===== src/rtl/dcache_line_refill_pkg.sv =====
// Shared data-cache refill definitions: line geometry, FSM encoding and AXI burst constants.
package dcache_line_refill_pkg;

    localparam int LINE_WORDS = 8;
    localparam int OFF_W      = 3;   // word offset within a line
    localparam int WORD_LSB   = 2;   // byte address -> word offset
    localparam int LINE_LSB   = 5;   // byte address -> line index

    localparam logic [7:0] AXI_ARLEN      = 8'd7;
    localparam logic [2:0] AXI_ARSIZE     = 3'd2;
    localparam logic [1:0] AXI_BURST_INCR = 2'b01;

    typedef enum logic [1:0] {
        ST_IDLE = 2'd0,
        ST_AR   = 2'd1,
        ST_R    = 2'd2,
        ST_WB   = 2'd3
    } refill_state_e;

    function automatic logic [OFF_W-1:0] word_offset(input logic [31:0] byte_addr);
        return byte_addr[LINE_LSB-1:WORD_LSB];
    endfunction

endpackage


===== src/rtl/dcache_line_refill_if.sv =====
// AXI read-channel bundle (AR + R) between the refill engine and the memory interconnect.
interface dcache_line_refill_if #(
    parameter int DATA_WIDTH = 32
);
    logic                  arvalid;
    logic                  arready;
    logic [31:0]           araddr;
    logic [7:0]            arlen;
    logic [2:0]            arsize;
    logic [1:0]            arburst;
    logic [3:0]            arid;
    logic                  rvalid;
    logic                  rready;
    logic [DATA_WIDTH-1:0] rdata;
    logic                  rlast;
    logic [1:0]            rresp;

    modport master (
        output arvalid, araddr, arlen, arsize, arburst, arid, rready,
        input  arready, rvalid, rdata, rlast, rresp
    );

    modport slave (
        input  arvalid, araddr, arlen, arsize, arburst, arid, rready,
        output arready, rvalid, rdata, rlast, rresp
    );
endinterface


===== src/rtl/dcache_line_refill_line_pack.sv =====
// Line assembly register: one slot per word, written by beat index, read out as a packed line.
module refill_line_pack
    import dcache_line_refill_pkg::*;
#(
    parameter int DATA_WIDTH = 32
) (
    input  logic                                  clk,
    input  logic                                  rst,
    input  logic                                  wr_en,
    input  logic [OFF_W-1:0]                      wr_idx,
    input  logic [DATA_WIDTH-1:0]                 wr_data,
    output logic [LINE_WORDS-1:0][DATA_WIDTH-1:0] line
);

    logic [DATA_WIDTH-1:0] slot [LINE_WORDS];

    for (genvar k = 0; k < LINE_WORDS; k++) begin : g_slot
        always_ff @(posedge clk or posedge rst) begin
            if (rst)
                slot[k] <= '0;
            else if (wr_en && wr_idx == OFF_W'(k))
                slot[k] <= wr_data;
        end

        assign line[k] = slot[k];
    end

endmodule


===== src/rtl/dcache_line_refill.sv =====
// Data-cache refill engine: one 8-beat AXI INCR read per miss, early critical-word forward,
// then a single-cycle full-line write into the line BRAM.
module dcache_line_refill
    import dcache_line_refill_pkg::*;
#(
    parameter int          ADDR_WIDTH = 10,
    parameter int          DATA_WIDTH = 32,
    parameter logic [3:0]  AXI_ID     = 4'd0
) (
    input  logic                      clk,
    input  logic                      rst,

    input  logic                      miss_req,
    input  logic [31:0]               miss_addr,
    output logic                      busy,

    dcache_line_refill_if.master      axi,

    output logic                      crit_valid,
    output logic [DATA_WIDTH-1:0]     crit_data,

    output logic                      line_we,
    output logic [ADDR_WIDTH-1:0]     line_waddr,
    output logic [DATA_WIDTH*8-1:0]   line_data,
    output logic                      refill_done,
    output logic                      refill_err
);

    refill_state_e state, state_nxt;

    logic [31-LINE_LSB:0] addr_hi;     // miss_addr[31:5]; low bits give the BRAM line index
    logic [OFF_W-1:0]     crit_off;
    logic [OFF_W-1:0]     cnt;
    logic                 err;

    logic                 beat;
    logic                 last_slot;
    logic                 accept;

    logic [LINE_WORDS-1:0][DATA_WIDTH-1:0] line_pk;

    // Byte-lane bits never matter for a word-granular refill.
    logic unused_addr_lsbs;
    assign unused_addr_lsbs = ^miss_addr[WORD_LSB-1:0];

    assign accept    = (state == ST_IDLE) && miss_req;
    assign beat      = (state == ST_R) && axi.rvalid;
    assign last_slot = (cnt == OFF_W'(LINE_WORDS-1));

    always_ff @(posedge clk or posedge rst) begin
        if (rst)
            state <= ST_IDLE;
        else
            state <= state_nxt;
    end

    always_comb begin
        state_nxt = state;
        case (state)
            ST_IDLE: if (miss_req)                 state_nxt = ST_AR;
            ST_AR:   if (axi.arready)              state_nxt = ST_R;
            // A premature rlast ends the burst early; the error flag already records it.
            ST_R:    if (beat && (last_slot || axi.rlast)) state_nxt = ST_WB;
            ST_WB:                                 state_nxt = ST_IDLE;
            default:                               state_nxt = ST_IDLE;
        endcase
    end

    always_ff @(posedge clk or posedge rst) begin
        if (rst) begin
            addr_hi  <= '0;
            crit_off <= '0;
            cnt      <= '0;
            err      <= 1'b0;
        end else if (accept) begin
            addr_hi  <= miss_addr[31:LINE_LSB];
            crit_off <= word_offset(miss_addr);
            cnt      <= '0;
            err      <= 1'b0;
        end else if (beat) begin
            cnt <= cnt + OFF_W'(1);
            err <= err | (axi.rresp != 2'b00) | (axi.rlast != last_slot);
        end
    end

    always_ff @(posedge clk or posedge rst) begin
        if (rst) begin
            crit_valid <= 1'b0;
            crit_data  <= '0;
        end else begin
            crit_valid <= beat && (cnt == crit_off);
            if (beat && (cnt == crit_off))
                crit_data <= axi.rdata;
        end
    end

    refill_line_pack #(
        .DATA_WIDTH (DATA_WIDTH)
    ) u_pack (
        .clk     (clk),
        .rst     (rst),
        .wr_en   (beat),
        .wr_idx  (cnt),
        .wr_data (axi.rdata),
        .line    (line_pk)
    );

    assign busy        = (state != ST_IDLE);

    assign axi.arvalid = (state == ST_AR);
    assign axi.araddr  = {addr_hi, {LINE_LSB{1'b0}}};
    assign axi.arlen   = AXI_ARLEN;
    assign axi.arsize  = AXI_ARSIZE;
    assign axi.arburst = AXI_BURST_INCR;
    assign axi.arid    = AXI_ID;
    assign axi.rready  = (state == ST_R);

    assign line_we     = (state == ST_WB) && !err;
    assign refill_done = (state == ST_WB) && !err;
    assign refill_err  = (state == ST_WB) && err;
    assign line_waddr  = {addr_hi[ADDR_WIDTH-4:0], {OFF_W{1'b0}}};
    assign line_data   = line_pk;

endmodule


===== src/flat_wrapper.sv =====
// flat-port wrapper written by rule: the top's interface ports become plain ports
module dcache_line_refill_flat import dcache_line_refill_pkg::*;
#(
    parameter int          ADDR_WIDTH = 10,
    parameter int          DATA_WIDTH = 32,
    parameter logic [3:0]  AXI_ID     = 4'd0
)
  (clk, rst, miss_req, miss_addr, busy, crit_valid, crit_data, line_we, line_waddr, line_data, refill_done, refill_err, axi_arvalid, axi_araddr, axi_arlen, axi_arsize, axi_arburst, axi_arid, axi_rready, axi_arready, axi_rvalid, axi_rdata, axi_rlast, axi_rresp);
  dcache_line_refill_if #(.DATA_WIDTH(DATA_WIDTH)) axi_i ();
  input  logic clk;
  input  logic rst;
  input  logic miss_req;
  input  logic [31:0] miss_addr;
  output logic busy;
  output logic crit_valid;
  output logic [DATA_WIDTH-1:0] crit_data;
  output logic line_we;
  output logic [ADDR_WIDTH-1:0] line_waddr;
  output logic [DATA_WIDTH*8-1:0] line_data;
  output logic refill_done;
  output logic refill_err;
  output wire logic [$bits(axi_i.arvalid)-1:0] axi_arvalid;
  output wire logic [$bits(axi_i.araddr)-1:0] axi_araddr;
  output wire logic [$bits(axi_i.arlen)-1:0] axi_arlen;
  output wire logic [$bits(axi_i.arsize)-1:0] axi_arsize;
  output wire logic [$bits(axi_i.arburst)-1:0] axi_arburst;
  output wire logic [$bits(axi_i.arid)-1:0] axi_arid;
  output wire logic [$bits(axi_i.rready)-1:0] axi_rready;
  input wire logic [$bits(axi_i.arready)-1:0] axi_arready;
  input wire logic [$bits(axi_i.rvalid)-1:0] axi_rvalid;
  input wire logic [$bits(axi_i.rdata)-1:0] axi_rdata;
  input wire logic [$bits(axi_i.rlast)-1:0] axi_rlast;
  input wire logic [$bits(axi_i.rresp)-1:0] axi_rresp;
  assign axi_arvalid = axi_i.arvalid;
  assign axi_araddr = axi_i.araddr;
  assign axi_arlen = axi_i.arlen;
  assign axi_arsize = axi_i.arsize;
  assign axi_arburst = axi_i.arburst;
  assign axi_arid = axi_i.arid;
  assign axi_rready = axi_i.rready;
  assign axi_i.arready = axi_arready;
  assign axi_i.rvalid = axi_rvalid;
  assign axi_i.rdata = axi_rdata;
  assign axi_i.rlast = axi_rlast;
  assign axi_i.rresp = axi_rresp;
  dcache_line_refill #(.ADDR_WIDTH(ADDR_WIDTH), .DATA_WIDTH(DATA_WIDTH), .AXI_ID(AXI_ID)) u_core (.clk(clk), .rst(rst), .miss_req(miss_req), .miss_addr(miss_addr), .busy(busy), .axi(axi_i), .crit_valid(crit_valid), .crit_data(crit_data), .line_we(line_we), .line_waddr(line_waddr), .line_data(line_data), .refill_done(refill_done), .refill_err(refill_err));
endmodule

===== config.mk =====
export PLATFORM = sky130hd
export DESIGN_NAME = dcache_line_refill_flat
export DESIGN_NICKNAME = d
export VERILOG_FILES = /design/src/rtl/dcache_line_refill_pkg.sv /design/src/rtl/dcache_line_refill_if.sv /design/src/rtl/dcache_line_refill_line_pack.sv /design/src/rtl/dcache_line_refill.sv /design/src/flat_wrapper.sv
export SDC_FILE = /design/constraint.sdc
export NUM_CORES = 1
export LEC_CHECK = 0
export CELL_PAD_IN_SITES_DETAIL_PLACEMENT = 0
export CELL_PAD_IN_SITES_GLOBAL_PLACEMENT = 1
export CORE_AREA = 4 4 185 187
export DETAILED_ROUTE_END_ITERATION = 6
export DIE_AREA = 0 0 189 191
export MAX_ROUTING_LAYER = met4
export PLACE_DENSITY = 0.92
export SLEW_MARGIN = 20
export SYNTH_ARGS = -nofsm -noshare
export SYNTH_HDL_FRONTEND = slang
export SYNTH_SLANG_ARGS = --single-unit

===== constraint.sdc =====
create_clock -name clk -period 17.64 [get_ports clk]
set_input_delay 3.528 -clock clk [delete_from_list [all_inputs] [get_ports clk]]
set_output_delay 3.528 -clock clk [all_outputs]
set_load 0.05 [all_outputs]

==> flow_summary.yaml, run 1 <==
worst_setup_path:
  path_delay_family: "buffers and inverters"
  critical_path_arrival_ns: 2.41
  cp_max_fo: 11
  reg2reg_from: "u_core.state[0]$_DFFE_PP0P_"
  max_stage_delay_ns: 0.92
  endpoint_kind: "primary output"
  startpoint_type: "flop"
  startpoint: "u_core.state[0]$_DFFE_PP0P_"
  cp.required_ns: 14.11
  path_cells: "inv_1 -> ha_1 -> clkdlybuf4s50_1"
  path_buf_inv: 2
  cpMaxStageDelayCell: "clkdlybuf4s50_1"
  critPathKind: "reg -> out"
power:
  pwr-share-comb_pct: 51.9
  p_per_area_nw_per_um2: 222
  switching_share_pct: 44.8
  p_sw_mw: 1.80
  internal_power_mw: 2.22
  power.leakage_nw: 8.32
  seqPwrFrac_pct: 29.2
  clkPwrFrac_pct: 18.9
  ir_worst_vdd_v: 0.000184
timing:
  setup_ws_ns: 11.70
  maxSlewViolCount: 0
  worst_slew_pin_slew_ns: 0.982
  setup_viol: 0
  max_freq_ghz: 0.168
  fin_crit_sh_pct: 33.6
  hold_viol: 0
  finalClockSkew_ns: 0.0251
  rsz0062_at_grt: "false"
  min_period_ns: 5.94
  setup_tns_ns: 0
  maxSlewHeadroom_pct: 34.3
place:
  dpl.hpwl_mm: 23.7
  placed_area_um2: 16900
  routabilityCongestion: 0.766
  io_buffers: 398
  pre_cts_slack_ns: 11.03
synthesis:
  netlist_area_um2: 12600
  synth-seq-cells: 325
  ys_types: 29
  synth_ff_type: "dfrtp_1"
  muxShareOfSynthArea_pct: 28.6
  synth.yosys.seq_area_share_pct: 64.7
  synth_top_family_by_area: "multiplexers"
  synth-compound-area-share_pct: 0.348
  synth_xor_area_share_pct: 0.279
  synthArstFlopShare_pct: 100
  synth.avg_cell_area_um2: 16.4
  yosys.area_share.adder_pct: 1.19
  synth-edff-count: 0
  yosys.area_share.simple_pct: 1.11
  yosys_warnings: 0
  synthCells: 768
drt:
  ant_nets: 0
  wl_per_cell_um: 20.8
  num_vias: 7868
  vias_per_cell: 4.79
  drt-total-wl_mm: 34.2
  drt_iter0_markers: 271
  drc_errors: 0
  drtPass1Iterations: 4
cts:
  clk_pin_slew_ns: 0.06
  cts_setup_buffers: 0
  cts_resized: 0
  htreeDepth: 2
  numCtsBuffers: 35
  cts_sinks: 325
  clockBufferDepth: 3
  clock_latency_ns: 0.52
  root_buffer: "clkbuf_16"
  tritoncts: "yes"
  cts.hold.buffers_added: 0
global_routing:
  grt_antenna_before_repair: 0
  grt_util_met1_pct: 22.7
  met3_usage_pct: 4.89
  grt_use_met2_pct: 32.1
  grt_overflow_total: 0
  top_usage_layer: "met2"
  grt_pass1_vias: 8754
  track_usage_pct: 19.1
  grt_max_degree: 117
  grt_pass1_wl_mm: 52.4
floorplanning:
  boundaryPins: 426
  core-area_um2: 32500
  rows: 66
  initial_core_util_pct: 38.7
  die_y_um: 191
  die_w_um: 189
  die_area_um2: 36100
worst_hold_path:
  hold_start: "u_core.addr_hi[20]$_DFFE_PP0P_"
  hold_class: "reg -> reg"
finish:
  final_cell_area_um2: 18100
  drive_above_1_share_pct: 33.0
  fillers: 2613
  multiInputGateArea_um2: 4080
  final_cell_mix: "clkdlybuf4s50_1 (398), dfrtp_1 (325), mux2_2 (318)"
  syn_to_final_growth_pct: 44.0
  final_common_cell: "clkdlybuf4s50_1"
  diodes: 0
  seqCellArea_um2: 8130
  fin_util_pct: 55.8
  nets: 1259
job:
  cap_violations: 0
outcome:
  status: "completed"
-- synthesized netlist by cell type, types with 2 or more instances --
master	instances	area share, %
conb_1	2	0.060
nand2_1	3	0.090
buf_4	34	2.0
nand3_1	6	0.24
buf_2	25	1.0
clkbuf_1	2	0.060
buf_6	3	0.27
nand4_1	3	0.15
nor2b_1	2	0.10
dfrtp_1	325	65
a21oi_1	2	0.080
xor2_1	3	0.21
nor2_1	4	0.12
mux2_2	318	28
inv_1	11	0.33
ha_1	12	1.2
-- worst paths after layout --
path                                                       end  slack (ns)  cells after the start
setup / recovery                                    axi_rready       11.70                      3
hold / removal                  u_core.addr_hi[20]$_DFFE_PP0P_        0.50                      1
setup reg to reg           u_core.u_pack.line[179]$_DFFE_PP0P_       14.76                      5
hold reg to reg                 u_core.addr_hi[20]$_DFFE_PP0P_        0.50                      1
max in group asynchronous  u_core.u_pack.line[191]$_DFFE_PP0P_       11.75                      4
min in group asynchronous  u_core.u_pack.line[231]$_DFFE_PP0P_        3.56                      2
-- state kept, by name, summed over array words and instances, names as in the netlist --
register and cells:
u_core.crit_data 32, u_core.crit_off 3, u_core.u_pack.line 256, u_core.crit_valid 1
u_core.state 2, u_core.cnt 3, u_core.addr_hi 27, u_core.err 1
-- power groups by stage --
stage | Clock, mW | Combinational, mW | Sequential, mW
finish | 0.758 | 2.08 | 1.17
global route | 0.807 | 2.16 | 1.21
CTS | 0.776 | 2.10 | 1.17
detailed placement | 0 | 2.10 | 1.18
global placement | 0 | 2.07 | 1.17
floorplan | 0 | 0.433 | 2.12
-- cell families (layout without fill, tap and decap cells) --
family	after synthesis	after routing
xor gates and xnor gates	4	4
muxes	319	319
adders and majority gates	12	12
and+or+nand+nor	24	24
other	2	25
buffers and inverters	76	485
DFF	325	325
AOI/OAI and AO/OA	6	6
-- layer usage --
metal  wire [um]  part of all wire [%]  up-vias
met4        1210                   3.5        0
met3        2420                   7.1       72
met2       17000                    50      289
met1       13600                    40     4059
met5           0                     0        -
li1            -                     -     3448
-- through the flow --
stage | hold slack, ns | cells | total power [mW]
2_1_floorplan | 0.478 | 791 | 2.55
3_3_place_gp | 0.470 | 1580 | 3.24
3_5_place_dp | 0.488 | 1580 | 3.28
4_1_cts | 0.502 | 1642 | 4.05
5_1_grt | 0.510 | 1642 | 4.17
6_report | 0.502 | 1642 | 4.01
-- worst reg2reg max path, stage by stage (launching register included) --
cell and delay (ns):
dfrtp_1 0.41, inv_1 0.11, ha_1 0.46, nand4_1 0.88, buf_4 0.58, mux2_2 0.33
-- layout make-up --
cell class | count | share of cell area, %
Clock buffer | 47 | 5.43
Clock inverter | 15 | 1.19
Inverter | 11 | 0.270
Multi-Input combinational cell | 390 | 22.5
Sequential cell | 325 | 44.9
Tap cell | 442 | 3.06
Timing Repair Buffer | 412 | 22.6
(Power assumes the default switching activity.)
==> run 2: changes to the inputs <==
Settings changed: CORE_AREA 4 4 185 187 to 4 4 201 203, DIE_AREA 0 0 189 191 to 0 0 205 207, PLACE_DENSITY 0.92 to 0.84.
Clock period 17.64 ns to 4.8 ns, I/O delays scaled along.
==> run 2 against run 1 <==
Compared with the run above: sequential share of layout area fell by 0.57 points; wire length up 5.9%; clock power grew to 3.7 times the previous value; combinational power grew to 3.7 times the previous value; critical endpoint unchanged; sequential power rose to 3.7 times the previous value; critical path type unchanged; utilization fell by 8.1 points.
==> flow_summary.yaml, run 2 (synthesis results as in run 1) <==
timing:
  timing.hold.ws_ns: 0.501
  fin_crit_sh_pct: 71.1
  hold_viol: 0
  finalClockSkew_ns: 0.0131
  worst_slew_pin_slew_ns: 0.716
  min_period_ns: 3.41
  rsz0062_at_grt: "false"
  max_freq_ghz: 0.293
  setup_tns_ns: 0
  maxSlewHeadroom_pct: 52.2
  setup_viol: 0
  maxSlewViolCount: 0
power:
  internal_power_mw: 8.19
  pwr-share-comb_pct: 51.8
  power.leakage_nw: 8.38
  seqPwrFrac_pct: 29.3
  ir_worst_vdd_v: 0.000563
  p_per_area_nw_per_um2: 807
  clkPwrFrac_pct: 19.0
  switching_share_pct: 44.6
  p_sw_mw: 6.60
finish:
  final_common_cell: "clkdlybuf4s50_1"
  fin_util_pct: 47.7
  largest_reg_flops: 256
  drive_above_1_share_pct: 33.4
  nets: 1270
  final_cell_mix: "clkdlybuf4s50_1 (398), dfrtp_1 (325), mux2_2 (318)"
  final_cell_area_um2: 18300
  syn_to_final_growth_pct: 45.9
worst_hold_path:
  hold_start: "u_core.u_pack.line[53]$_DFFE_PP0P_"
  hold_class: "reg -> reg"
job:
  cap_violations: 0
place:
  placed_area_um2: 17100
  dpl.hpwl_mm: 25.0
  io_buffers: 398
  routabilityCongestion: 0.752
worst_setup_path:
  startpoint_type: "flop"
  startpoint: "u_core.state[0]$_DFFE_PP0P_"
  endpoint_kind: "primary output"
  reg2reg_from: "u_core.state[0]$_DFFE_PP0P_"
  critPathKind: "reg -> out"
  cp.required_ns: 3.84
  cp_max_fo: 11
  critical_path_arrival_ns: 2.45
drt:
  drt_iter0_markers: 256
  drt-total-wl_mm: 36.2
  drtPass1Iterations: 4
  ant_nets: 0
  drc_errors: 0
  wl_per_cell_um: 20.9
  num_vias: 7988
  vias_per_cell: 4.62
cts:
  cts.hold.buffers_added: 0
  root_buffer: "clkbuf_16"
  cts_resized: 0
  clockBufferDepth: 3
  clock_latency_ns: 0.53
  tritoncts: "yes"
  clk_pin_slew_ns: 0.06
  cts_sinks: 325
  cts_setup_buffers: 0
  htreeDepth: 2
  numCtsBuffers: 36
floorplanning:
  boundaryPins: 426
  initial_core_util_pct: 32.7
  die_w_um: 205
  rows: 72
  core-area_um2: 38500
  die_area_um2: 42400
  die_y_um: 207
global_routing:
  track_usage_pct: 17.3
  grt_antenna_before_repair: 1
  grt_max_degree: 87
  grt_pass1_vias: 8711
  grt_overflow_total: 0
  grt_pass1_wl_mm: 54.8
outcome:
  status: "completed"
## run 2: layout make-up
| class | count | area [um2] |
|---|---|---|
| Timing Repair Buffer | 422 | 4210 |
| Antenna cell | 1 | 2.50 |
| Sequential cell | 325 | 8130 |
| Tap cell | 518 | 648 |
| Inverter | 11 | 45.0 |
| Multi-Input combinational cell | 390 | 4080 |
| Clock inverter | 8 | 143 |
| Fill cell | 3371 | 20100 |
| Clock buffer | 54 | 1070 |
## run 2: metrics by stage
stage,power (mW),cells,worst slack (ns)
finish,14.8,1729,1.39
CTS,15.0,1727,1.36
floorplan,9.38,791,-0.497
global route,15.4,1729,1.28
detailed placement,12.1,1665,1.36
global placement,12.0,1665,1.43
## run 2: critical path, stage by stage (launching register included)
cell and delay, ns:
dfrtp_1 0.42, inv_1 0.12, ha_1 0.48, clkdlybuf4s50_1 0.91
## run 2: power groups by stage
stage	Sequential, mW	Clock (mW)	Combinational, mW
after global placement	4.31	0	7.64
after global routing	4.46	3.01	7.92
final	4.33	2.81	7.66
after floorplan	7.79	0	1.59
after detailed placement	4.36	0	7.71
after CTS	4.33	2.90	7.74
## run 2: final timing paths
check                                                       to  slack (ns)  depth (start not counted)
max                                                 axi_rready        1.39                          3
max in group asynchronous       u_core.addr_hi[11]$_DFFE_PP0P_        2.98                          4
max reg2reg                 u_core.u_pack.line[58]$_DFFE_PP0P_        1.92                          6
min reg2reg                 u_core.u_pack.line[53]$_DFFE_PP0P_        0.50                          1
min                         u_core.u_pack.line[53]$_DFFE_PP0P_        0.50                          1
min in group asynchronous  u_core.u_pack.line[144]$_DFFE_PP0P_        0.80                          2
## run 2: metal layers
layer	up-vias	global-route usage, %	routed length, um
met1	4167	20.5	14700
met5	-	-	0
met3	59	5.15	2520
met2	274	28.6	18000
met4	0	4.90	909
li1	3488	-	-
